### config.mk
export PLATFORM = sky130hd
export DESIGN_NAME = contador_varredura_xy_flat
export DESIGN_NICKNAME = d
export VERILOG_FILES = /design/src/rtl/contador_varredura_xy_pkg.sv /design/src/rtl/contador_varredura_xy_if.sv /design/src/rtl/contador_varredura_xy_eixo.sv /design/src/rtl/contador_varredura_xy.sv /design/src/flat_wrapper.sv
export SDC_FILE = /design/constraint.sdc
export NUM_CORES = 1
export LEC_CHECK = 0
export BUFFER_PORTS_ARGS = -buffer_cell sky130_fd_sc_hd__buf_2
export CAP_MARGIN = 20
export CORE_MARGIN = 4
export CORE_UTILIZATION = 59
export CTS_BUF_LIST = sky130_fd_sc_hd__clkbuf_4
export DETAILED_ROUTE_END_ITERATION = 8
export PLACE_DENSITY = 0.84
export SETUP_SLACK_MARGIN = 0.05
export SKIP_CTS_REPAIR_TIMING = 1
export SLEW_MARGIN = 10
export SYNTH_ARGS = -nofsm -noshare
export SYNTH_HDL_FRONTEND = slang
export SYNTH_SLANG_ARGS = --single-unit
### constraint.sdc
create_clock -name clock -period 6.55 [get_ports clock]
set_input_delay 0.3275 -clock clock [delete_from_list [all_inputs] [get_ports clock]]
set_output_delay 0.3275 -clock clock [all_outputs]
set_load 0.01 [all_outputs]
### src/rtl/contador_varredura_xy_pkg.sv
// rtl/contador_varredura_xy_pkg.sv - shared FSM encoding and default widths for the XY scan counter
package contador_pkg;

    localparam int LARG_BITS_DEF  = 10;
    localparam int ALT_BITS_DEF   = 10;
    localparam int PASSO_BITS_DEF = 3;

    typedef enum logic [1:0] {
        ST_IDLE = 2'd0,
        ST_RUN  = 2'd1,
        ST_FIM  = 2'd2
    } estado_t;

endpackage

### src/rtl/contador_varredura_xy_if.sv
// rtl/contador_varredura_xy_if.sv - control/coordinate bundle of the XY scan counter (fator only with ZOOM_REPEAT_EN)
interface contador_varredura_xy_if #(
    parameter int W_BITS = 10,
    parameter int H_BITS = 10,
    parameter int P_BITS = 3
);
    logic              config_mudou;
    logic              start;
    logic              enable;
    logic [W_BITS-1:0] largura_max;
    logic [H_BITS-1:0] altura_max;
    logic [P_BITS-1:0] passo;
`ifdef ZOOM_REPEAT_EN
    logic [P_BITS-1:0] fator;
`endif
    logic [W_BITS-1:0] cont_x;
    logic [H_BITS-1:0] cont_y;
    logic              valid;
    logic              fim_linha;
    logic              fim_quadro;
    logic              busy;
    logic              done;
    logic              erro;

    modport master (
`ifdef ZOOM_REPEAT_EN
        output fator,
`endif
        output config_mudou, start, enable, largura_max, altura_max, passo,
        input  cont_x, cont_y, valid, fim_linha, fim_quadro, busy, done, erro
    );

    modport slave (
`ifdef ZOOM_REPEAT_EN
        input  fator,
`endif
        input  config_mudou, start, enable, largura_max, altura_max, passo,
        output cont_x, cont_y, valid, fim_linha, fim_quadro, busy, done, erro
    );

endinterface

### src/rtl/contador_varredura_xy_eixo.sv
// rtl/contador_varredura_xy_eixo.sv - one scan axis: stepped counter with latched limit and wrap flag
module contador_eixo #(
    parameter int N = 10,
    parameter int P = 3
) (
    input  logic         clock,
    input  logic         reset_n,
    input  logic         clear,
    input  logic         load,
    input  logic         avanca,
    input  logic [N-1:0] max_in,
    input  logic [P-1:0] passo,
    output logic [N-1:0] cont,
    output logic         wrap
);

    logic [N-1:0] max_q;
    logic [N:0]   soma;

    // One extra bit so the compare happens before any truncation can alias.
    assign soma = {1'b0, cont} + (N+1)'(passo);
    assign wrap = (soma >= {1'b0, max_q});

    // Counter and limit latch; load restarts at 0, advance wraps past the limit.
    always_ff @(posedge clock or negedge reset_n) begin
        if (!reset_n) begin
            cont  <= '0;
            max_q <= '0;
        end else if (clear) begin
            cont  <= '0;
        end else if (load) begin
            cont  <= '0;
            max_q <= max_in;
        end else if (avanca) begin
            cont  <= wrap ? '0 : soma[N-1:0];
        end
    end

endmodule

### src/rtl/contador_varredura_xy.sv
// rtl/contador_varredura_xy.sv - 2-D scan counter top; optional pixel replication under ZOOM_REPEAT_EN
module contador_varredura_xy
    import contador_pkg::*;
#(
    parameter int W_BITS = LARG_BITS_DEF,
    parameter int H_BITS = ALT_BITS_DEF,
    parameter int P_BITS = PASSO_BITS_DEF
) (
    input  logic                     clock,
    input  logic                     reset_n,
    contador_varredura_xy_if.slave   bus
);

    estado_t           estado_q, estado_d;
    logic [P_BITS-1:0] passo_q;
    logic              carga, avanca, done_d, erro_d;
    logic              done_q, erro_q;
    logic              x_wrap, y_wrap;
    logic              rep_x_ult, rep_l_ult;
    logic              ultimo;
    logic              x_avanca, y_avanca;

`ifdef ZOOM_REPEAT_EN
    logic [P_BITS-1:0] fator_q, rep_x_q, rep_l_q, fator_m1;

    assign fator_m1  = fator_q - {{(P_BITS-1){1'b0}}, 1'b1};
    assign rep_x_ult = (rep_x_q == fator_m1);
    assign rep_l_ult = (rep_l_q == fator_m1);

    // Repeat counters: hold each x for f enables, sweep each line f times.
    always_ff @(posedge clock or negedge reset_n) begin
        if (!reset_n) begin
            fator_q <= '0;
            rep_x_q <= '0;
            rep_l_q <= '0;
        end else if (bus.config_mudou) begin
            rep_x_q <= '0;
            rep_l_q <= '0;
        end else if (carga) begin
            fator_q <= (bus.fator == '0) ? {{(P_BITS-1){1'b0}}, 1'b1} : bus.fator;
            rep_x_q <= '0;
            rep_l_q <= '0;
        end else if (avanca && !ultimo) begin
            if (!rep_x_ult) begin
                rep_x_q <= rep_x_q + {{(P_BITS-1){1'b0}}, 1'b1};
            end else begin
                rep_x_q <= '0;
                if (x_wrap) begin
                    rep_l_q <= rep_l_ult ? '0 : rep_l_q + {{(P_BITS-1){1'b0}}, 1'b1};
                end
            end
        end
    end
`else
    assign rep_x_ult = 1'b1;
    assign rep_l_ult = 1'b1;
`endif

    assign ultimo   = x_wrap && y_wrap && rep_x_ult && rep_l_ult;
    // At the last position the counters freeze so FIM still shows it.
    assign x_avanca = avanca && rep_x_ult && !ultimo;
    assign y_avanca = x_avanca && x_wrap && rep_l_ult;

    contador_eixo #(.N(W_BITS), .P(P_BITS)) u_eixo_x (
        .clock   (clock),
        .reset_n (reset_n),
        .clear   (bus.config_mudou),
        .load    (carga),
        .avanca  (x_avanca),
        .max_in  (bus.largura_max),
        .passo   (passo_q),
        .cont    (bus.cont_x),
        .wrap    (x_wrap)
    );

    contador_eixo #(.N(H_BITS), .P(P_BITS)) u_eixo_y (
        .clock   (clock),
        .reset_n (reset_n),
        .clear   (bus.config_mudou),
        .load    (carga),
        .avanca  (y_avanca),
        .max_in  (bus.altura_max),
        .passo   (passo_q),
        .cont    (bus.cont_y),
        .wrap    (y_wrap)
    );

    // Step latch; a zero step is promoted to 1 so the scan always progresses.
    always_ff @(posedge clock or negedge reset_n) begin
        if (!reset_n) begin
            passo_q <= '0;
        end else if (carga) begin
            passo_q <= (bus.passo == '0) ? {{(P_BITS-1){1'b0}}, 1'b1} : bus.passo;
        end
    end

    // State register plus the registered done/erro pulses.
    always_ff @(posedge clock or negedge reset_n) begin
        if (!reset_n) begin
            estado_q <= ST_IDLE;
            done_q   <= 1'b0;
            erro_q   <= 1'b0;
        end else begin
            estado_q <= estado_d;
            done_q   <= done_d;
            erro_q   <= erro_d;
        end
    end

    // Next-state logic; config_mudou overrides everything and suppresses done.
    always_comb begin
        estado_d = estado_q;
        carga    = 1'b0;
        avanca   = 1'b0;
        done_d   = 1'b0;
        erro_d   = 1'b0;
        if (bus.config_mudou) begin
            estado_d = ST_IDLE;
        end else begin
            unique case (estado_q)
                ST_IDLE: begin
                    if (bus.start) begin
                        if (bus.largura_max == '0 || bus.altura_max == '0) begin
                            erro_d = 1'b1;
                        end else begin
                            carga    = 1'b1;
                            estado_d = ST_RUN;
                        end
                    end
                end
                ST_RUN: begin
                    if (bus.enable) begin
                        avanca = 1'b1;
                        if (ultimo) begin
                            estado_d = ST_FIM;
                            done_d   = 1'b1;
                        end
                    end
                end
                ST_FIM: begin
                    estado_d = ST_IDLE;
                end
                default: begin
                    estado_d = ST_IDLE;
                end
            endcase
        end
    end

    assign bus.valid      = (estado_q == ST_RUN);
    assign bus.busy       = (estado_q != ST_IDLE);
    assign bus.fim_linha  = bus.valid && x_wrap && rep_x_ult && rep_l_ult;
    assign bus.fim_quadro = bus.valid && ultimo;
    assign bus.done       = done_q;
    assign bus.erro       = erro_q;

endmodule

### src/flat_wrapper.sv
// flat-port wrapper written by rule: the top's interface ports become plain ports
module contador_varredura_xy_flat import contador_pkg::*;
#(
    parameter int W_BITS = LARG_BITS_DEF,
    parameter int H_BITS = ALT_BITS_DEF,
    parameter int P_BITS = PASSO_BITS_DEF
)
  (clock, reset_n, bus_config_mudou, bus_start, bus_enable, bus_largura_max, bus_altura_max, bus_passo, bus_cont_x, bus_cont_y, bus_valid, bus_fim_linha, bus_fim_quadro, bus_busy, bus_done, bus_erro);
  contador_varredura_xy_if #(.W_BITS(W_BITS), .H_BITS(H_BITS), .P_BITS(P_BITS)) bus_i ();
  input  logic clock;
  input  logic reset_n;
  input wire logic [$bits(bus_i.config_mudou)-1:0] bus_config_mudou;
  input wire logic [$bits(bus_i.start)-1:0] bus_start;
  input wire logic [$bits(bus_i.enable)-1:0] bus_enable;
  input wire logic [$bits(bus_i.largura_max)-1:0] bus_largura_max;
  input wire logic [$bits(bus_i.altura_max)-1:0] bus_altura_max;
  input wire logic [$bits(bus_i.passo)-1:0] bus_passo;
  output wire logic [$bits(bus_i.cont_x)-1:0] bus_cont_x;
  output wire logic [$bits(bus_i.cont_y)-1:0] bus_cont_y;
  output wire logic [$bits(bus_i.valid)-1:0] bus_valid;
  output wire logic [$bits(bus_i.fim_linha)-1:0] bus_fim_linha;
  output wire logic [$bits(bus_i.fim_quadro)-1:0] bus_fim_quadro;
  output wire logic [$bits(bus_i.busy)-1:0] bus_busy;
  output wire logic [$bits(bus_i.done)-1:0] bus_done;
  output wire logic [$bits(bus_i.erro)-1:0] bus_erro;
  assign bus_i.config_mudou = bus_config_mudou;
  assign bus_i.start = bus_start;
  assign bus_i.enable = bus_enable;
  assign bus_i.largura_max = bus_largura_max;
  assign bus_i.altura_max = bus_altura_max;
  assign bus_i.passo = bus_passo;
  assign bus_cont_x = bus_i.cont_x;
  assign bus_cont_y = bus_i.cont_y;
  assign bus_valid = bus_i.valid;
  assign bus_fim_linha = bus_i.fim_linha;
  assign bus_fim_quadro = bus_i.fim_quadro;
  assign bus_busy = bus_i.busy;
  assign bus_done = bus_i.done;
  assign bus_erro = bus_i.erro;
  contador_varredura_xy #(.W_BITS(W_BITS), .H_BITS(H_BITS), .P_BITS(P_BITS)) u_core (.clock(clock), .reset_n(reset_n), .bus(bus_i));
endmodule
==> impl_metrics.env <==
export IMPL_status="finished clean"
export IMPL_fin_util=0.7075
export IMPL_path_buf_inv=2
export IMPL_dieWidth_um=79.37
export IMPL_worstSetupPathType="flop to primary output"
export IMPL_holdWs_ns=0.1936
export IMPL_fillCellCount=382
export IMPL_num_rows=25
export IMPL_clkTransAtPathRegs_ns=0.13
export IMPL_start_kind="flop"
export IMPL_worstPathCellList="ha_1 > inv_1 > fa_1 > nand2b_1 > a21oi_2 > nand4_1 > and2_1 > or2_2 > ha_1 > a21o_1 > a221o_2 > a21o_1 > nand2_1 > nor2_1 > buf_2"
export IMPL_fin_nets=422
export IMPL_htreeDepth=2
export IMPL_yosys_cell_count_top_type="dfrtp_1"
export IMPL_setup_viol=0
export IMPL_syn_inst=308
export IMPL_grt_pass1_vias=2356
export IMPL_fp_dieH_um=79.37
export IMPL_cp_top_family="compound AO/OA/AOI/OAI gates"
export IMPL_fmax_mhz=243.0
export IMPL_hp_class="primary input to flop"
export IMPL_ys_seq_area_frac=0.3913
export IMPL_rsz0062_at_grt="false"
export IMPL_grt_max_degree=48
export IMPL_syn_to_final_growth_pct=13.41
export IMPL_cp_end_kind="primary output"
export IMPL_crit_required_ns=6.22
export IMPL_drt_iter0_markers=152
export IMPL_n_antenna_cell=0
export IMPL_synth_edff_count=0
export IMPL_drc=0
export IMPL_worstMarginPinSlew_ns=0.6697
export IMPL_antenna_found_initial=0
export IMPL_cts_buffer_depth=2
export IMPL_cts_buffers=5
export IMPL_gp_congestion=0.8405
export IMPL_clockRootBuffer="clkbuf_4"
export IMPL_ios=54
export IMPL_setup_tns_ns=0
export IMPL_avgSynthCellArea_um2=9.758
export IMPL_netlist_area_leader_share=0.3913
export IMPL_placed_area_mm2=0.003324
export IMPL_wl_per_cell_um=14.67
export IMPL_synth_nets=364
export IMPL_dieArea_mm2=0.006300
export IMPL_avgViaCountPerCell=5.471
export IMPL_cp_slowest_cell="a221o_2"
export IMPL_yosys_top_cells_area="dfrtp_1 39%, ha_1 11%, mux2_2 9.4%, inv_1 4.0%, nor2_1 4.0%"
export IMPL_crit_fanout=3
export IMPL_min_period_ns=4.115
export IMPL_core_area_mm2=0.004817
export IMPL_finalWorstSetupSlack_ns=2.435
export IMPL_clkSinkCount=47
export IMPL_grt_pass1_wl_um=10880
export IMPL_yosysTopAreaCell="dfrtp_1"
export IMPL_cts_tree="done"
export IMPL_insertion_delay_ns=0.37
export IMPL_port_buffers=53
export IMPL_firstDrtPassIters=4
export IMPL_p_leak_nw=1.765
export IMPL_hold_viol_final=0
export IMPL_initial_core_util=0.6239
export IMPL_synthArstFlopShare=1.000
export IMPL_synth_cell_types=45
export IMPL_power_density_mw_per_mm2=225.9
export IMPL_overflow=0
export IMPL_vdd_drop_max_mv=0.1513
export IMPL_dp_slack_ns=2.596
export IMPL_drv_slew=0
export IMPL_stdcell_area_mm2=0.003408
export IMPL_maxCapViolCount=0
export IMPL_clock_skew_ns=0.008545
export IMPL_synthTopCellsByCount="47 x dfrtp_1, 32 x inv_1, 32 x nor2_1"
export IMPL_critPathArrivalTime_ns=3.79
export IMPL_relSlewSlack=0.5516
export IMPL_yosysWarnings=0
export IMPL_drive_above_1_share=0.2842
export IMPL_wirelength_um=6352
export IMPL_crit_path_max_incr_delay_ns=0.41
export IMPL_netlist_area_mm2=0.003005
export IMPL_synth_seq_cells=47
export IMPL_track_usage=0.2218
export IMPL_ant_nets=0
export IMPL_dp_hpwl_um=4976
export IMPL_finalCritPeriodShare=0.6283
export IMPL_p_total_mw=0.7701
export IMPL_stdcell_count=433
export IMPL_dominantRegCellSynth="dfrtp_1"
export IMPL_vias=2369
export IMPL_dp_cells=423
-- kinds of logic after synthesis --
group	after synthesis	share of synthesized area
xor gates and xnor gates	13	0.03789
and+or+nand+nor	102	0.1628
adders and majority gates	28	0.1216
AOI/OAI and AO/OA	55	0.1395
buffers and inverters	37	0.04996
muxes	26	0.09700
DFF	47	0.3913
-- layer usage --
| metal | global-route usage | vias up | part of all wire |
|---|---|---|---|
| met1 | 0.3126 | 1092 | 0.47 |
| met4 | 0.07904 | 0 | 0.022 |
| li1 | - | 1182 | - |
| met3 | 0.04289 | 14 | 0.062 |
| met5 | 0 | - | 0 |
| met2 | 0.3409 | 81 | 0.45 |
-- power breakdown --
part	switching, mW	internal, mW
clock	0.0907	0.0382
sequential	0.0307	0.331
combinational	0.151	0.128
-- worst reg2reg max path: cells and delay by family (launching register included) --
family | cells | cell delay (ns)
AO/OA/AOI/OAI | 5 | 1.40
adder cells (fa/ha/maj) | 3 | 0.88
AND/OR/NAND/NOR | 4 | 0.79
flip-flops | 1 | 0.40
multiplexers | 1 | 0.38
buffers and inverters | 1 | 0.05
-- cell usage in the layout, fill, tap and decap left out, types with 2 or more instances in the layout --
cell and instances:
nand2_1 31, a21o_1 7, buf_2 53, nor2b_1 2, nand4_1 6, inv_1 32, nand2b_1 4, a31oi_1 2
o2bb2ai_1 2, o21ai_0 14, or2_2 5, a21oi_2 4, xor2_1 2, mux2_2 25, nor2_1 32, a221o_1 6
and3_1 3, fa_1 2, nand3_1 6, xnor2_1 11, dfrtp_1 47, ha_1 26, clkbuf_4 5, nor4_1 4
a21oi_1 8, and2_1 4
-- flip-flops by register name (all words and copies together), names as in the netlist --
register / count
u_core.bus.done: 1
u_core.bus.erro: 1
u_core.estado_q: 2
u_core.passo_q: 3
u_core.u_eixo_x.cont: 10
u_core.u_eixo_x.max_q: 10
u_core.u_eixo_y.cont: 10
u_core.u_eixo_y.max_q: 10
-- final cells by class --
cell class	count	area, µm²	area share
clock buffer	5	37.54	0.01101
clock inverter	2	8.758	0.002570
inverter	32	120.1	0.03524
multi-input combinational	224	1679	0.4927
sequential	47	1176	0.3451
tap	67	83.83	0.02460
timing repair buffer	56	302.8	0.08884
-- final timing paths --
check	start	depth (start not counted)	slack, ns	end
worst max-delay path	u_core.passo_q[0]$_DFFE_PN0P_	15	2.43	bus_fim_quadro
worst min-delay path	bus_largura_max[5]	2	0.19	u_core.u_eixo_x.max_q[5]$_DFFE_PN0P_
worst max register to register	u_core.passo_q[0]$_DFFE_PN0P_	14	2.53	u_core.u_eixo_y.cont[1]$_DFFE_PN0P_
worst min register to register	u_core.u_eixo_y.max_q[4]$_DFFE_PN0P_	1	0.52	u_core.u_eixo_y.max_q[4]$_DFFE_PN0P_
max in group asynchronous	reset_n	3	5.74	u_core.u_eixo_y.cont[1]$_DFFE_PN0P_
min in group asynchronous	reset_n	2	0.34	u_core.u_eixo_x.max_q[5]$_DFFE_PN0P_
(Power assumes the default switching activity.)
